===== src/rtl/cim_pkg.sv =====
// rtl/cim_pkg.sv - shared op encodings, FSM state type and widths for the CIM controller
// Contents: op_e (request op codes), state_e (controller FSM states), FUNC_W (CIM function width)
package cim_pkg;

    localparam int FUNC_W = 4;

    typedef enum logic [1:0] {
        OP_WRITE = 2'd0,
        OP_READ  = 2'd1,
        OP_CIM   = 2'd2,
        OP_RSVD  = 2'd3
    } op_e;

    typedef enum logic [2:0] {
        IDLE,
        WR,
        RD,
        CAP,
        CIM,
        RSP
    } state_e;

endpackage


===== src/rtl/cim_ctrl_if.sv =====
// rtl/cim_ctrl_if.sv - command/response handshake bundle between a requester and cim_ctrl
// Signals: req_valid/req_ready/req_op/req_addr/req_data/req_func (command),
//          rsp_valid/rsp_ready/rsp_data/rsp_err (response)
// Modports: master = requester side, slave = controller side
interface cim_ctrl_if
    import cim_pkg::*;
#(
    parameter int DWIDTH = 32,
    parameter int AWIDTH = 12
);

    logic              req_valid;
    logic              req_ready;
    logic [1:0]        req_op;
    logic [AWIDTH-1:0] req_addr;
    logic [DWIDTH-1:0] req_data;
    logic [FUNC_W-1:0] req_func;
    logic              rsp_valid;
    logic              rsp_ready;
    logic [DWIDTH-1:0] rsp_data;
    logic              rsp_err;

    modport master (
        output req_valid, req_op, req_addr, req_data, req_func, rsp_ready,
        input  req_ready, rsp_valid, rsp_data, rsp_err
    );

    modport slave (
        input  req_valid, req_op, req_addr, req_data, req_func, rsp_ready,
        output req_ready, rsp_valid, rsp_data, rsp_err
    );

endinterface


===== src/rtl/cim_ctrl_rsp.sv =====
// rtl/cim_ctrl_rsp.sv - response holding register and response handshake for cim_ctrl
// Ports: clk, rst_n (async active-low); load_i/data_i/err_i capture a new response;
//        rsp_ready_i consumer handshake; rsp_valid_o/rsp_data_o/rsp_err_o response;
//        done_o pulses on the handshake cycle
module cim_ctrl_rsp #(
    parameter int DWIDTH = 32
) (
    input  logic              clk,
    input  logic              rst_n,
    input  logic              load_i,
    input  logic [DWIDTH-1:0] data_i,
    input  logic              err_i,
    input  logic              rsp_ready_i,
    output logic              rsp_valid_o,
    output logic [DWIDTH-1:0] rsp_data_o,
    output logic              rsp_err_o,
    output logic              done_o
);

    logic              rsp_valid_q;
    logic [DWIDTH-1:0] rsp_data_q;
    logic              rsp_err_q;

    // The controller only loads while no response is pending, so load and
    // handshake never collide.
    always_ff @(posedge clk or negedge rst_n) begin
        if (!rst_n) begin
            rsp_valid_q <= 1'b0;
            rsp_data_q  <= '0;
            rsp_err_q   <= 1'b0;
        end else if (load_i) begin
            rsp_valid_q <= 1'b1;
            rsp_data_q  <= data_i;
            rsp_err_q   <= err_i;
        end else if (rsp_valid_q && rsp_ready_i) begin
            rsp_valid_q <= 1'b0;
            rsp_err_q   <= 1'b0;
        end
    end

    assign rsp_valid_o = rsp_valid_q;
    assign rsp_data_o  = rsp_data_q;
    assign rsp_err_o   = rsp_err_q;
    assign done_o      = rsp_valid_q && rsp_ready_i;

endmodule


===== src/rtl/cim_ctrl.sv =====
// rtl/cim_ctrl.sv - command sequencer for a compute-in-memory array (write/read/CIM ops)
// Ports: clk, rst_n (async active-low); bus (cim_ctrl_if.slave command/response);
//        arr_addr/arr_din/arr_we/arr_oe/arr_cme/arr_func to the array, arr_dout from it;
//        busy (state not IDLE)
// Build option: CIM_CTRL_PERF_EN adds perf_ops, a 32-bit count of response handshakes
module cim_ctrl
    import cim_pkg::*;
#(
    parameter int DWIDTH     = 32,
    parameter int AWIDTH     = 12,
    parameter int CIM_CYCLES = 4
) (
    input  logic              clk,
    input  logic              rst_n,
    cim_ctrl_if.slave         bus,
    output logic [AWIDTH-1:0] arr_addr,
    output logic [DWIDTH-1:0] arr_din,
    input  logic [DWIDTH-1:0] arr_dout,
    output logic              arr_we,
    output logic              arr_oe,
    output logic              arr_cme,
    output logic [FUNC_W-1:0] arr_func,
    output logic              busy
`ifdef CIM_CTRL_PERF_EN
    ,
    output logic [31:0]       perf_ops
`endif
);

    generate
        if (CIM_CYCLES < 1) begin : g_bad_cim_cycles
            $error("cim_ctrl: CIM_CYCLES must be at least 1");
        end
    endgenerate

    localparam int CNT_W = (CIM_CYCLES > 1) ? $clog2(CIM_CYCLES) : 1;

    state_e            state_q;
    logic              req_ready_q;
    logic              arr_we_q;
    logic              arr_oe_q;
    logic              arr_cme_q;
    logic [AWIDTH-1:0] arr_addr_q;
    logic [DWIDTH-1:0] arr_din_q;
    logic [FUNC_W-1:0] arr_func_q;
    logic [CNT_W-1:0]  cnt_q;

    op_e               req_op_w;
    logic              accept;
    logic              rsp_load;
    logic [DWIDTH-1:0] rsp_load_data;
    logic              rsp_load_err;
    logic              rsp_done;

    assign req_op_w = op_e'(bus.req_op);
    assign accept   = (state_q == IDLE) && req_ready_q && bus.req_valid;

    // A response is captured on the last cycle of each op: WR for writes,
    // CAP (array data valid) for reads/CIM, and at acceptance for reserved ops.
    assign rsp_load      = (state_q == WR) || (state_q == CAP) ||
                           (accept && (req_op_w == OP_RSVD));
    assign rsp_load_data = (state_q == CAP) ? arr_dout : '0;
    assign rsp_load_err  = (state_q == IDLE);

    always_ff @(posedge clk or negedge rst_n) begin
        if (!rst_n) begin
            state_q     <= IDLE;
            req_ready_q <= 1'b0;
            arr_we_q    <= 1'b0;
            arr_oe_q    <= 1'b0;
            arr_cme_q   <= 1'b0;
            arr_addr_q  <= '0;
            arr_din_q   <= '0;
            arr_func_q  <= '0;
            cnt_q       <= '0;
        end else begin
            case (state_q)
                IDLE: begin
                    if (accept) begin
                        req_ready_q <= 1'b0;
                        arr_addr_q  <= bus.req_addr;
                        arr_din_q   <= bus.req_data;
                        arr_func_q  <= bus.req_func;
                        case (req_op_w)
                            OP_WRITE: begin
                                state_q  <= WR;
                                arr_we_q <= 1'b1;
                            end
                            OP_READ: begin
                                state_q  <= RD;
                                arr_oe_q <= 1'b1;
                            end
                            OP_CIM: begin
                                state_q   <= CIM;
                                arr_cme_q <= 1'b1;
                                cnt_q     <= CNT_W'(CIM_CYCLES - 1);
                            end
                            default: begin
                                state_q <= RSP;
                            end
                        endcase
                    end else begin
                        // Also the first edge after reset release.
                        req_ready_q <= 1'b1;
                    end
                end
                WR: begin
                    arr_we_q <= 1'b0;
                    state_q  <= RSP;
                end
                RD: begin
                    arr_oe_q <= 1'b0;
                    state_q  <= CAP;
                end
                CAP: begin
                    state_q <= RSP;
                end
                CIM: begin
                    // Hand straight over to the read of the same word so the
                    // strobes stay mutually exclusive without a gap cycle.
                    if (cnt_q == '0) begin
                        arr_cme_q <= 1'b0;
                        arr_oe_q  <= 1'b1;
                        state_q   <= RD;
                    end else begin
                        cnt_q <= cnt_q - 1'b1;
                    end
                end
                RSP: begin
                    if (rsp_done) begin
                        state_q     <= IDLE;
                        req_ready_q <= 1'b1;
                    end
                end
                default: begin
                    state_q     <= IDLE;
                    req_ready_q <= 1'b0;
                    arr_we_q    <= 1'b0;
                    arr_oe_q    <= 1'b0;
                    arr_cme_q   <= 1'b0;
                end
            endcase
        end
    end

    cim_ctrl_rsp #(
        .DWIDTH (DWIDTH)
    ) u_rsp (
        .clk         (clk),
        .rst_n       (rst_n),
        .load_i      (rsp_load),
        .data_i      (rsp_load_data),
        .err_i       (rsp_load_err),
        .rsp_ready_i (bus.rsp_ready),
        .rsp_valid_o (bus.rsp_valid),
        .rsp_data_o  (bus.rsp_data),
        .rsp_err_o   (bus.rsp_err),
        .done_o      (rsp_done)
    );

`ifdef CIM_CTRL_PERF_EN
    logic [31:0] perf_q;
    logic [31:0] perf_d;

    assign perf_d = rsp_done ? (perf_q + 32'd1) : perf_q;

    always_ff @(posedge clk or negedge rst_n) begin
        if (!rst_n) begin
            perf_q <= '0;
        end else begin
            perf_q <= perf_d;
        end
    end

    assign perf_ops = perf_q;
`endif

    assign bus.req_ready = req_ready_q;
    assign arr_we        = arr_we_q;
    assign arr_oe        = arr_oe_q;
    assign arr_cme       = arr_cme_q;
    assign arr_addr      = arr_addr_q;
    assign arr_din       = arr_din_q;
    assign arr_func      = arr_func_q;
    assign busy          = (state_q != IDLE);

endmodule


===== src/flat_wrapper.sv =====
// flat-port wrapper written by rule: the top's interface ports become plain ports
module cim_ctrl_flat import cim_pkg::*;
#(
    parameter int DWIDTH     = 32,
    parameter int AWIDTH     = 12,
    parameter int CIM_CYCLES = 4
)
  (clk, rst_n, arr_addr, arr_din, arr_dout, arr_we, arr_oe, arr_cme, arr_func, busy, bus_req_valid, bus_req_op, bus_req_addr, bus_req_data, bus_req_func, bus_rsp_ready, bus_req_ready, bus_rsp_valid, bus_rsp_data, bus_rsp_err);
  cim_ctrl_if #(.DWIDTH(DWIDTH), .AWIDTH(AWIDTH)) bus_i ();
  input  logic clk;
  input  logic rst_n;
  output logic [AWIDTH-1:0] arr_addr;
  output logic [DWIDTH-1:0] arr_din;
  input  logic [DWIDTH-1:0] arr_dout;
  output logic arr_we;
  output logic arr_oe;
  output logic arr_cme;
  output logic [FUNC_W-1:0] arr_func;
  output logic busy;
  input wire logic [$bits(bus_i.req_valid)-1:0] bus_req_valid;
  input wire logic [$bits(bus_i.req_op)-1:0] bus_req_op;
  input wire logic [$bits(bus_i.req_addr)-1:0] bus_req_addr;
  input wire logic [$bits(bus_i.req_data)-1:0] bus_req_data;
  input wire logic [$bits(bus_i.req_func)-1:0] bus_req_func;
  input wire logic [$bits(bus_i.rsp_ready)-1:0] bus_rsp_ready;
  output wire logic [$bits(bus_i.req_ready)-1:0] bus_req_ready;
  output wire logic [$bits(bus_i.rsp_valid)-1:0] bus_rsp_valid;
  output wire logic [$bits(bus_i.rsp_data)-1:0] bus_rsp_data;
  output wire logic [$bits(bus_i.rsp_err)-1:0] bus_rsp_err;
  assign bus_i.req_valid = bus_req_valid;
  assign bus_i.req_op = bus_req_op;
  assign bus_i.req_addr = bus_req_addr;
  assign bus_i.req_data = bus_req_data;
  assign bus_i.req_func = bus_req_func;
  assign bus_i.rsp_ready = bus_rsp_ready;
  assign bus_req_ready = bus_i.req_ready;
  assign bus_rsp_valid = bus_i.rsp_valid;
  assign bus_rsp_data = bus_i.rsp_data;
  assign bus_rsp_err = bus_i.rsp_err;
  cim_ctrl #(.DWIDTH(DWIDTH), .AWIDTH(AWIDTH), .CIM_CYCLES(CIM_CYCLES)) u_core (.clk(clk), .rst_n(rst_n), .bus(bus_i), .arr_addr(arr_addr), .arr_din(arr_din), .arr_dout(arr_dout), .arr_we(arr_we), .arr_oe(arr_oe), .arr_cme(arr_cme), .arr_func(arr_func), .busy(busy));
endmodule

===== config.mk =====
export PLATFORM = sky130hd
export DESIGN_NAME = cim_ctrl_flat
export DESIGN_NICKNAME = d
export VERILOG_FILES = /design/src/rtl/cim_pkg.sv /design/src/rtl/cim_ctrl_if.sv /design/src/rtl/cim_ctrl_rsp.sv /design/src/rtl/cim_ctrl.sv /design/src/flat_wrapper.sv
export SDC_FILE = /design/constraint.sdc
export NUM_CORES = 1
export LEC_CHECK = 0
export BUFFER_PORTS_ARGS = -buffer_cell sky130_fd_sc_hd__buf_4
export CAP_MARGIN = 40
export CORE_MARGIN = 3
export CORE_UTILIZATION = 47
export CTS_CLUSTER_DIAMETER = 100
export DETAILED_ROUTE_END_ITERATION = 8
export PLACE_DENSITY = 0.8
export SLEW_MARGIN = 10
export SYNTH_ARGS = -nofsm -noshare
export SYNTH_HDL_FRONTEND = slang
export SYNTH_SLANG_ARGS = --single-unit

===== constraint.sdc =====
create_clock -name clk -period 1.95 [get_ports clk]
set_clock_uncertainty 0.05 [all_clocks]
set_input_delay 0.0975 -clock clk [delete_from_list [all_inputs] [get_ports clk]]
set_output_delay 0.0975 -clock clk [all_outputs]
set_load 0.01 [all_outputs]

Yosys cells after proc, flatten, opt, wreduce, memory -nomap -nowiden. Index checks and enable logic that the tools add are counted.

Flip-flop bits (word level): 91. Output and inout port bits: 87. Logic and storage cells: 83.

Add/subtract/negate cells: 1. Eq/ne operators: 15. Muxes and demuxes: 27. Bitwise logic cells: 4. Reductions and logical operators: 24.

Operator list (count): $mux 32 (1); $pmux 3 s5 (1); $mux 1 (13); $ne 2x1->1 const B (6); $reduce_and 4->1 (3); $reduce_or 4->1 (3); $mux 3 (3); $pmux 1 s3 (3); $pmux 3 s3 (1); $eq 3x2->1 const B (2); $eq 3x3->1 const B (2); $mux 2 (3); $reduce_and 3->1 (2); $eq 2x2->1 const B (2); $logic_and 1x1->1 (4); $logic_not 2->1 (2); $not 1->1 (4); $pmux 2 s2 (1); $reduce_and 2->1 (2); $reduce_bool 2->1 (2); $eq 3x1->1 const B (1); $logic_not 3->1 (1); $reduce_bool 3->1 (1); $reduce_or 3->1 (1); 6 further kinds (7).

Depth between registers and ports, before layout. Gate-level depths: netlist of run 1.

Depth after elaboration: 6. Depth in mapped cells: 5. Mapped depth without buffers: 5.

Hierarchy. Synthesis of run 1 repeated with hierarchy kept, for this count alone.

Cells, all modules: 276. Area, all modules: 4241.6 µm².

Modules (own cells, without submodules): cim_ctrl (instances 1, cells each 200, area each 2826.5 µm²); cim_ctrl_rsp (instances 1, cells each 76, area each 1415.1 µm²).

Worst setup path before layout of run 1. OpenSTA, ideal clock, no wires.

Path type: reg2reg. Start point: register u_core.state_q[1]. End point: register u_core.arr_addr_q[0] (netlist: u_core.arr_addr[0]). Library setup time: 0.125 ns. Arrival: 1.608 ns. Setup slack: 0.167 ns. Stages on the path, launching flop included: 6. Buffers on the path: 2. Period minus slack after synthesis: 1.783 ns. Cell sequence: dfrtp_1 > or3_4 > or2_1 > buf_6 > buf_6 > mux2_4.

Cells in the longest elaborated chain, start to end: 4.

Ends and longest elaborated chain: from (decl) (line cim_ctrl.sv:38) `state_e state_q;`; from (signal assigned) (line cim_ctrl.sv:67) `state_q <= IDLE;`; from (signal assigned) (line cim_ctrl.sv:86) `state_q <= WR;`; from (signal assigned) (line cim_ctrl.sv:90) `state_q <= RD;`; $logic_not 3->1 * (line cim_ctrl.sv:56, cim_ctrl.sv:77); $logic_and 1x1->1 (2 in series) (line cim_ctrl.sv:56) `assign accept = (state_q == IDLE) && req_ready_q && bus.req_valid;`; $reduce_and 2->1 (no source line) *; to (signal assigned) (line cim_ctrl.sv:81) `arr_addr_q <= bus.req_addr;`; to (decl) (line cim_ctrl.sv:43) `logic [AWIDTH-1:0] arr_addr_q;`.

Every way passes the cells marked *; elsewhere a longest branch is shown, timed or not. A chain may end at the register's enable or synchronous reset.

Worst setup path in the final report of run 1.
Start point: register u_core.state_q[1]. End point: register u_core.arr_addr_q[10] (netlist: u_core.arr_addr[10]).

Same word-level chain as after synthesis.

==> results of run 1 <==
==> sequential cells by signal (all words and copies together), names as in the netlist <==
name,cells
u_core.arr_addr,12
u_core.arr_cme,1
u_core.arr_din,32
u_core.arr_func,4
u_core.arr_oe,1
u_core.arr_we,1
u_core.bus.req_ready,1
u_core.cnt_q,2
u_core.state_q,3
u_core.u_rsp.rsp_data_o,32
u_core.u_rsp.rsp_err_o,1
u_core.u_rsp.rsp_valid_o,1
==> stage by stage <==
step                      setup WS, ns  power, mW  cell area, um2
final                            0.103       9.45            6320
after detailed placement         0.120       7.63            5240
after global routing            0.0773       9.96            6310
after CTS                        0.106       9.34            6310
after floorplan                  0.167       5.63            3790
after global placement           0.161       7.47            5240
==> final cells by class <==
type	instances	share of cell area, %
Multi-Input combinational cell	132	21.8
Tap cell	102	2.02
Clock buffer	10	2.18
Inverter	10	0.594
Timing Repair Buffer	268	35.5
Sequential cell	91	36.0
Clock inverter	6	1.76
Antenna cell	2	0.0792
==> final timing paths <==
check                                             from                     endpoint  slack, ns  cells after the start
max in group asynchronous                        rst_n           u_core.arr_din[24]       0.88                      3
min                                      bus_req_valid               u_core.arr_cme       0.09                      3
min reg2reg                u_core.u_rsp.rsp_data_o[11]  u_core.u_rsp.rsp_data_o[11]       0.45                      1
min in group asynchronous                        rst_n           u_core.arr_din[11]       0.24                      2
max reg2reg                          u_core.state_q[1]          u_core.arr_addr[10]       0.10                      4
max                                  u_core.state_q[1]          u_core.arr_addr[10]       0.10                      4
==> layer usage <==
| metal | vias to the layer above | part of all wire (%) | track usage, % |
|---|---|---|---|
| met5 | - | 0 | 0 |
| met4 | 0 | 4.7 | 16.5 |
| met3 | 45 | 6.4 | 6.25 |
| met2 | 130 | 52 | 46.2 |
| met1 | 1629 | 37 | 30.8 |
| li1 | 1432 | - | - |
==> timing repair <==
action	4_1_cts	5_1_grt
hold buffers	82	0
hold endpoints to repair	128	0
gates resized for setup	0	0
==> cell families (layout without fill, tap and decap cells) <==
kind of cell,after synthesis,in the layout,share of synthesized area (%)
AND/OR/NAND/NOR,23,23,3.69
buffers and inverters,26,294,3.76
adder cells (fa/ha/maj),6,6,1.98
multiplexers,48,48,19.0
other,0,2,0
AO/OA/AOI/OAI,55,55,11.6
flip-flops,91,91,60.0
==> power by group <==
group	total [mW]	switching (mW)	internal [mW]
sequential	3.36	0.593	2.77
combinational	4.50	1.85	2.66
clock	1.58	0.690	0.890
total	9.45	3.13	6.32
==> worst register-to-register path: stages (launching register included) <==
cell and delay (ns):
dfrtp_1 0.40, or3_4 0.40, or2_2 0.36, buf_12 0.21, mux2_4 0.32
==> placed cells by master (no fill, tap or decap), drive strengths merged, types with 2 or more instances in the layout <==
master,count
a21oi,3
a22o,34
and3,2
buf,186
bufinv,3
clkbuf,10
dfrtp,91
diode,2
dlygate4sd3,82
ha,6
inv,11
mux2,48
nand2,4
nand2b,2
nand3,3
nand3b,2
nor2,2
o211ai,2
o21ai,6
or2,2
==> summary.txt, run 1 <==
GRT
  • Remaining global-route overflow: 0
  • Number of global-route vias before repair: 3,574
  • First-pass GRT wire length: 18,600 um
  • GRT Total Usage: 27.1%
  • Initial antenna violation count: 1
  • Largest net degree at the start of global routing: 52

Logic synthesis
  • Syn avg cell area: 15.2 um2
  • Main synth FF type: dfrtp_1
  • Synth Net Count: 341
  • Synth area leaders: dfrtp_1 60%, mux2_4 19%, a22o_1 7.8%
  • YS warnings: 0
  • Asr flop ratio synth: 100%
  • Sequential area share after synthesis: 60.0%
  • Post-synth top cells: 91 x dfrtp_1, 48 x mux2_4, 34 x a22o_1
  • Most common cell in the netlist: dfrtp_1
  • Seq cells post-synth: 91
  • Synth area leader: dfrtp_1
  • Synth Instances: 249
  • Synth cell types: 35
  • Area of the mapped netlist: 3790 um2
  • Post-synth EDFFs: 0
  • Yosys top cell area share: 60.0%

Power and ir drop
  • Leak: 3.29 nW
  • PwrDens: 1500 nW/um2
  • Maximum VDD drop: 0.000735 V

Timing
  • Worst rel slew slack: 56.6%
  • Crit share post-route: 94.7%
  • Endpoints failing setup: 0
  • Setup TNS: 0 ns
  • Final hold slack: 0.0929 ns
  • Achievable frequency: 541 MHz
  • Fin. Hold Viols: 0
  • Worst Max-Slew Pin Slew: 0.651 ns
  • RSZ-0062 raised after global routing: no
  • Fin. max-slew vios: 0
  • Min Tclk post-route: 1.85 ns

Die
  • DIE WIDTH: 95.9 um
  • Core area: 7770 um2
  • Die ar.: 9190 um2
  • Starting Density: 48.9%
  • Die Ht: 95.9 um
  • Rows: 32
  • Ports: 173

Flow run
  • Max-cap violations: 0

CTS
  • H-tree depth: 3
  • CTS tree: done
  • Postcts setup bufs: 0
  • Clock Latency Late Sink: 0.35 ns
  • Clock transition at path regs: 0.09 ns
  • Clk sinks: 91
  • Number of CTS-inserted buffers: 9
  • CTS root buf: clkbuf_8
  • Clock Tree Buf Depth: 2

Layout
  • Share of cells above drive strength 1: 49.1%
  • Final #Nets: 604
  • Register area: 2280 um2
  • Filler cells: 442
  • Final core occ: 81.3%
  • Area growth syn-to-layout: 66.5%
  • Multi-input logic area: 1380 um2
  • Final cell count without fillers: 621

Detailed routing
  • Post-DR wirelength/cell: 19.5 um
  • Post-Route WL: 12,100 um
  • Drt initial violations: 64
  • Antenna viol nets, final: 0
  • DR pass1 iterations: 4
  • Via count: 3,236
  • DRC: 0
  • DR vias/cell: 5.21

Outcome
  • Outcome: completed

Setup path
  • Largest stage delay on the critical path: 0.40 ns
  • Worst Path Required: 2.14 ns
  • Critical path startpoint category: flip-flop
  • Crit path buffers/inverters: 1
  • Crit end category: flip-flop
  • CP arrival: 2.03 ns
  • CP delay by family, top: simple AND/OR/NAND/NOR gates
  • Worst-path cell with the longest stage delay: dfrtp_1
  • Crit Path Max Fanout: 26
  • Setup CP Type: flip-flop to flip-flop
  • Worst-path cell chain: or3_4 -> or2_2 -> buf_12 -> mux2_4

Hold path
  • Hold Path Class: primary input to flip-flop

Placement
  • IO buf count: 172
  • Routability Congestion: 0.872
  • Hpwl dp: 7070 um
  • Placed cell count: 521
No activity file was read; power rests on OpenSTA's default activity.
==> run 2: changes to the inputs <==
==> constraint.sdc (replaced) <==
create_clock -name clk -period 1.75 [get_ports clk]
set_clock_uncertainty 0.05 [all_clocks]
set_input_delay 0.0875 -clock clk [delete_from_list [all_inputs] [get_ports clk]]
set_output_delay 0.0875 -clock clk [all_outputs]
set_load 0.01 [all_outputs]
==> summary.txt, run 2 (same netlist as run 1, synthesis figures left out) <==
Outcome
  • Outcome: completed (unchanged)

GRT
  • Met3 Track Usage GR: 5.39% (was 6.25%)
  • Grt met1 use: 31.4% (was 30.8%)
  • Busiest grt layer: met2 (unchanged)
  • Largest net degree at the start of global routing: 49 (was 52)
  • Initial antenna violation count: 0 (was 1)
  • GRT Total Usage: 26.6% (was 27.1%)
  • Number of global-route vias before repair: 3,455 (was 3,574)
  • First-pass GRT wire length: 18,300 um (was 18,600 um)
  • M2 GR Usage: 46.2% (unchanged)
  • Remaining global-route overflow: 0 (unchanged)

Setup path
  • Setup CP Type: flip-flop to flip-flop (unchanged)
  • Crit Path Max Fanout: 23 (was 26)
  • WP depth: 4 (unchanged)
  • CP delay by family, top: simple AND/OR/NAND/NOR gates (unchanged)
  • Worst Path Required: 1.95 ns (was 2.14 ns)
  • R2R Setup Slk: 0.03 ns (was 0.10 ns)
  • RR Endpoint: u_core.arr_addr[10] (unchanged)
  • R2R Path Start: u_core.state_q[2] (was u_core.state_q[1])
  • CP arrival: 1.92 ns (was 2.03 ns)
  • Largest stage delay on the critical path: 0.39 ns (was 0.40 ns)
  • R2R cell count: 4 (unchanged)
  • Crit path buffers/inverters: 1 (unchanged)
  • Critical path startpoint category: flip-flop (unchanged)
  • Worst-path cell with the longest stage delay: dfrtp_1 (unchanged)
  • Worst-path cell chain: or3_4 -> or2_4 -> buf_12 -> mux2_4 (was or3_4 -> or2_2 -> buf_12 -> mux2_4)
  • Crit end category: flip-flop (unchanged)

CTS
  • Clock Latency Late Sink: 0.35 ns (about the same)
  • Clock transition at path regs: 0.09 ns (about the same)
  • CTS root buf: clkbuf_8 (unchanged)
  • Number of CTS-inserted buffers: 9 (unchanged)
  • H-tree depth: 3 (unchanged)
  • Clock Tree Buf Depth: 2 (unchanged)
  • CTS tree: done (unchanged)
  • Post-CTS Resized: 0 (unchanged)
  • Clk sinks: 91 (unchanged)
  • Postcts setup bufs: 0 (unchanged)

Hold path
  • WHS Path Cells: 3 (unchanged)
  • Hold_sp: bus_req_valid (unchanged)
  • Hold Path Class: primary input to flip-flop (unchanged)
  • Hold endpoint: u_core.arr_cme (unchanged)

Power and ir drop
  • Internal power: 6.79 mW (was 6.32 mW)
  • PwrDens: 1640 nW/um2 (was 1500 nW/um2)
  • Leak: 3.29 nW (about the same)
  • Switching pwr: 3.52 mW (was 3.13 mW)
  • Clock share of power: 14.1% (was 16.7%)
  • Sw frac: 34.1% (was 33.2%)
  • Gate power share: 49.6% (was 47.7%)
  • Maximum VDD drop: 0.000895 V (was 0.000735 V)
  • Reg power frac: 36.3% (was 35.6%)
  • Total power: 10.3 mW (was 9.45 mW)

Die
  • Die ar.: 9190 um2 (unchanged)
  • Starting Density: 48.9% (unchanged)
  • Ports: 173 (unchanged)
  • Die Ht: 95.9 um (unchanged)
  • Core area: 7770 um2 (unchanged)
  • DIE WIDTH: 95.9 um (unchanged)
  • Rows: 32 (unchanged)

Timing
  • Fin. Hold Viols: 0 (unchanged)
  • Endpoints failing setup: 0 (unchanged)
  • Min Tclk post-route: 1.72 ns (was 1.85 ns)
  • Worst Max-Slew Pin Slew: 0.410 ns (was 0.651 ns)
  • Worst rel slew slack: 72.7% (was 56.6%)
  • Final hold slack: 0.0827 ns (was 0.0929 ns)
  • Fin. max-slew vios: 0 (unchanged)
  • Achievable frequency: 580 MHz (was 541 MHz)
  • Crit share post-route: 98.5% (was 94.7%)
  • RSZ-0062 raised after global routing: no (unchanged)

Detailed routing
  • Post-DR wirelength/cell: 19.5 um (about the same)
  • DR vias/cell: 5.17 (was 5.21)
  • DR pass1 iterations: 4 (unchanged)
  • Antenna viol nets, final: 0 (unchanged)
  • Post-Route WL: 12,100 um (about the same)
  • DRC: 0 (unchanged)
  • Via count: 3,199 (was 3,236)
  • Drt initial violations: 98 (was 64)

Layout
  • Area growth syn-to-layout: 66.2% (was 66.5%)
  • Commonest cells after routing, fill and taps aside: 181 x buf_4, 91 x dfrtp_1, 82 x dlygate4sd3_1 (was 184 x buf_4, 91 x dfrtp_1, 82 x dlygate4sd3_1)
  • N_diodes: 0 (was 2)
  • Share of cells above drive strength 1: 49.1% (unchanged)
  • Commonest non-fill, non-tap cell in the layout: buf_4 (unchanged)
  • Final #Nets: 604 (unchanged)

Flow run
  • Max-cap violations: 0 (unchanged)

Placement
  • Hpwl dp: 7090 um (was 7070 um)
  • IO buf count: 172 (unchanged)
  • Routability Congestion: 0.891 (was 0.872)
## run 2: cell count changes in the layout (fill, tap and decap cells not counted), moves of 2 or more
cell	delta
inv_6	+2
buf_4	-3
bufinv_16	-2
buf_12	+2
diode_2	-2
## run 2: power groups by stage
stage | logic, mW | registers, mW | clock network (mW)
global placement | 4.73 | 3.66 | 0
global route | 5.45 | 3.84 | 1.56
finish | 5.11 | 3.74 | 1.46
floorplan | 2.19 | 4.08 | 0
detailed placement | 4.85 | 3.70 | 0
CTS | 5.02 | 3.68 | 1.46
## run 2: stage by stage
step                      instances  worst slack [ns]  area [um2]  TNS (ns)  util [%]
final                           619            0.0261        6310         0      81.2
after global routing            619           0.00121        6310         0      81.2
after CTS                       618            0.0235        6280         0      80.9
after detailed placement        520            0.0440        5260         0      67.8
after global placement          520            0.0740        5260         0      67.8
after floorplan                 249          -0.00569        3790    -0.227         -
## run 2: area by class of cell
type	instances	area (um2)
Clock buffer	9	124
Tap cell	102	128
Timing Repair Buffer	268	2280
Sequential cell	91	2280
Multi-Input combinational cell	132	1380
Inverter	10	37.5
Fill cell	438	1460
Clock inverter	7	73.8
## run 2: worst max-delay path by stage
stage	start	to	slack (ns)
after floorplan	u_core.state_q[0]	u_core.arr_addr[0]	-0.006
after global placement	u_core.state_q[0]	u_core.arr_din[29]	0.07
after detailed placement	u_core.state_q[0]	u_core.arr_din[27]	0.04
after CTS	u_core.state_q[0]	u_core.arr_din[19]	0.02
after global routing	u_core.state_q[2]	u_core.arr_din[12]	0.001
final	u_core.state_q[2]	u_core.arr_addr[10]	0.03
## run 2: worst min-delay path, stage by stage
cell and delay (ns):
buf_4 0.13, nand3_1 0.10, o221ai_1 0.12
## run 2: routing by layer
metal | wire (um) | vias up | share of wire [%]
met3 | 767 | 33 | 6.4
met2 | 6430 | 136 | 53
met5 | 0 | - | 0
met1 | 4520 | 1592 | 37
li1 | - | 1438 | -
met4 | 362 | 0 | 3.0
## run 2: repair_timing
action,4_1_cts,5_1_grt
hold buffers,82,0
endpoints found under the setup margin,0,1
endpoints found under the hold margin,136,0
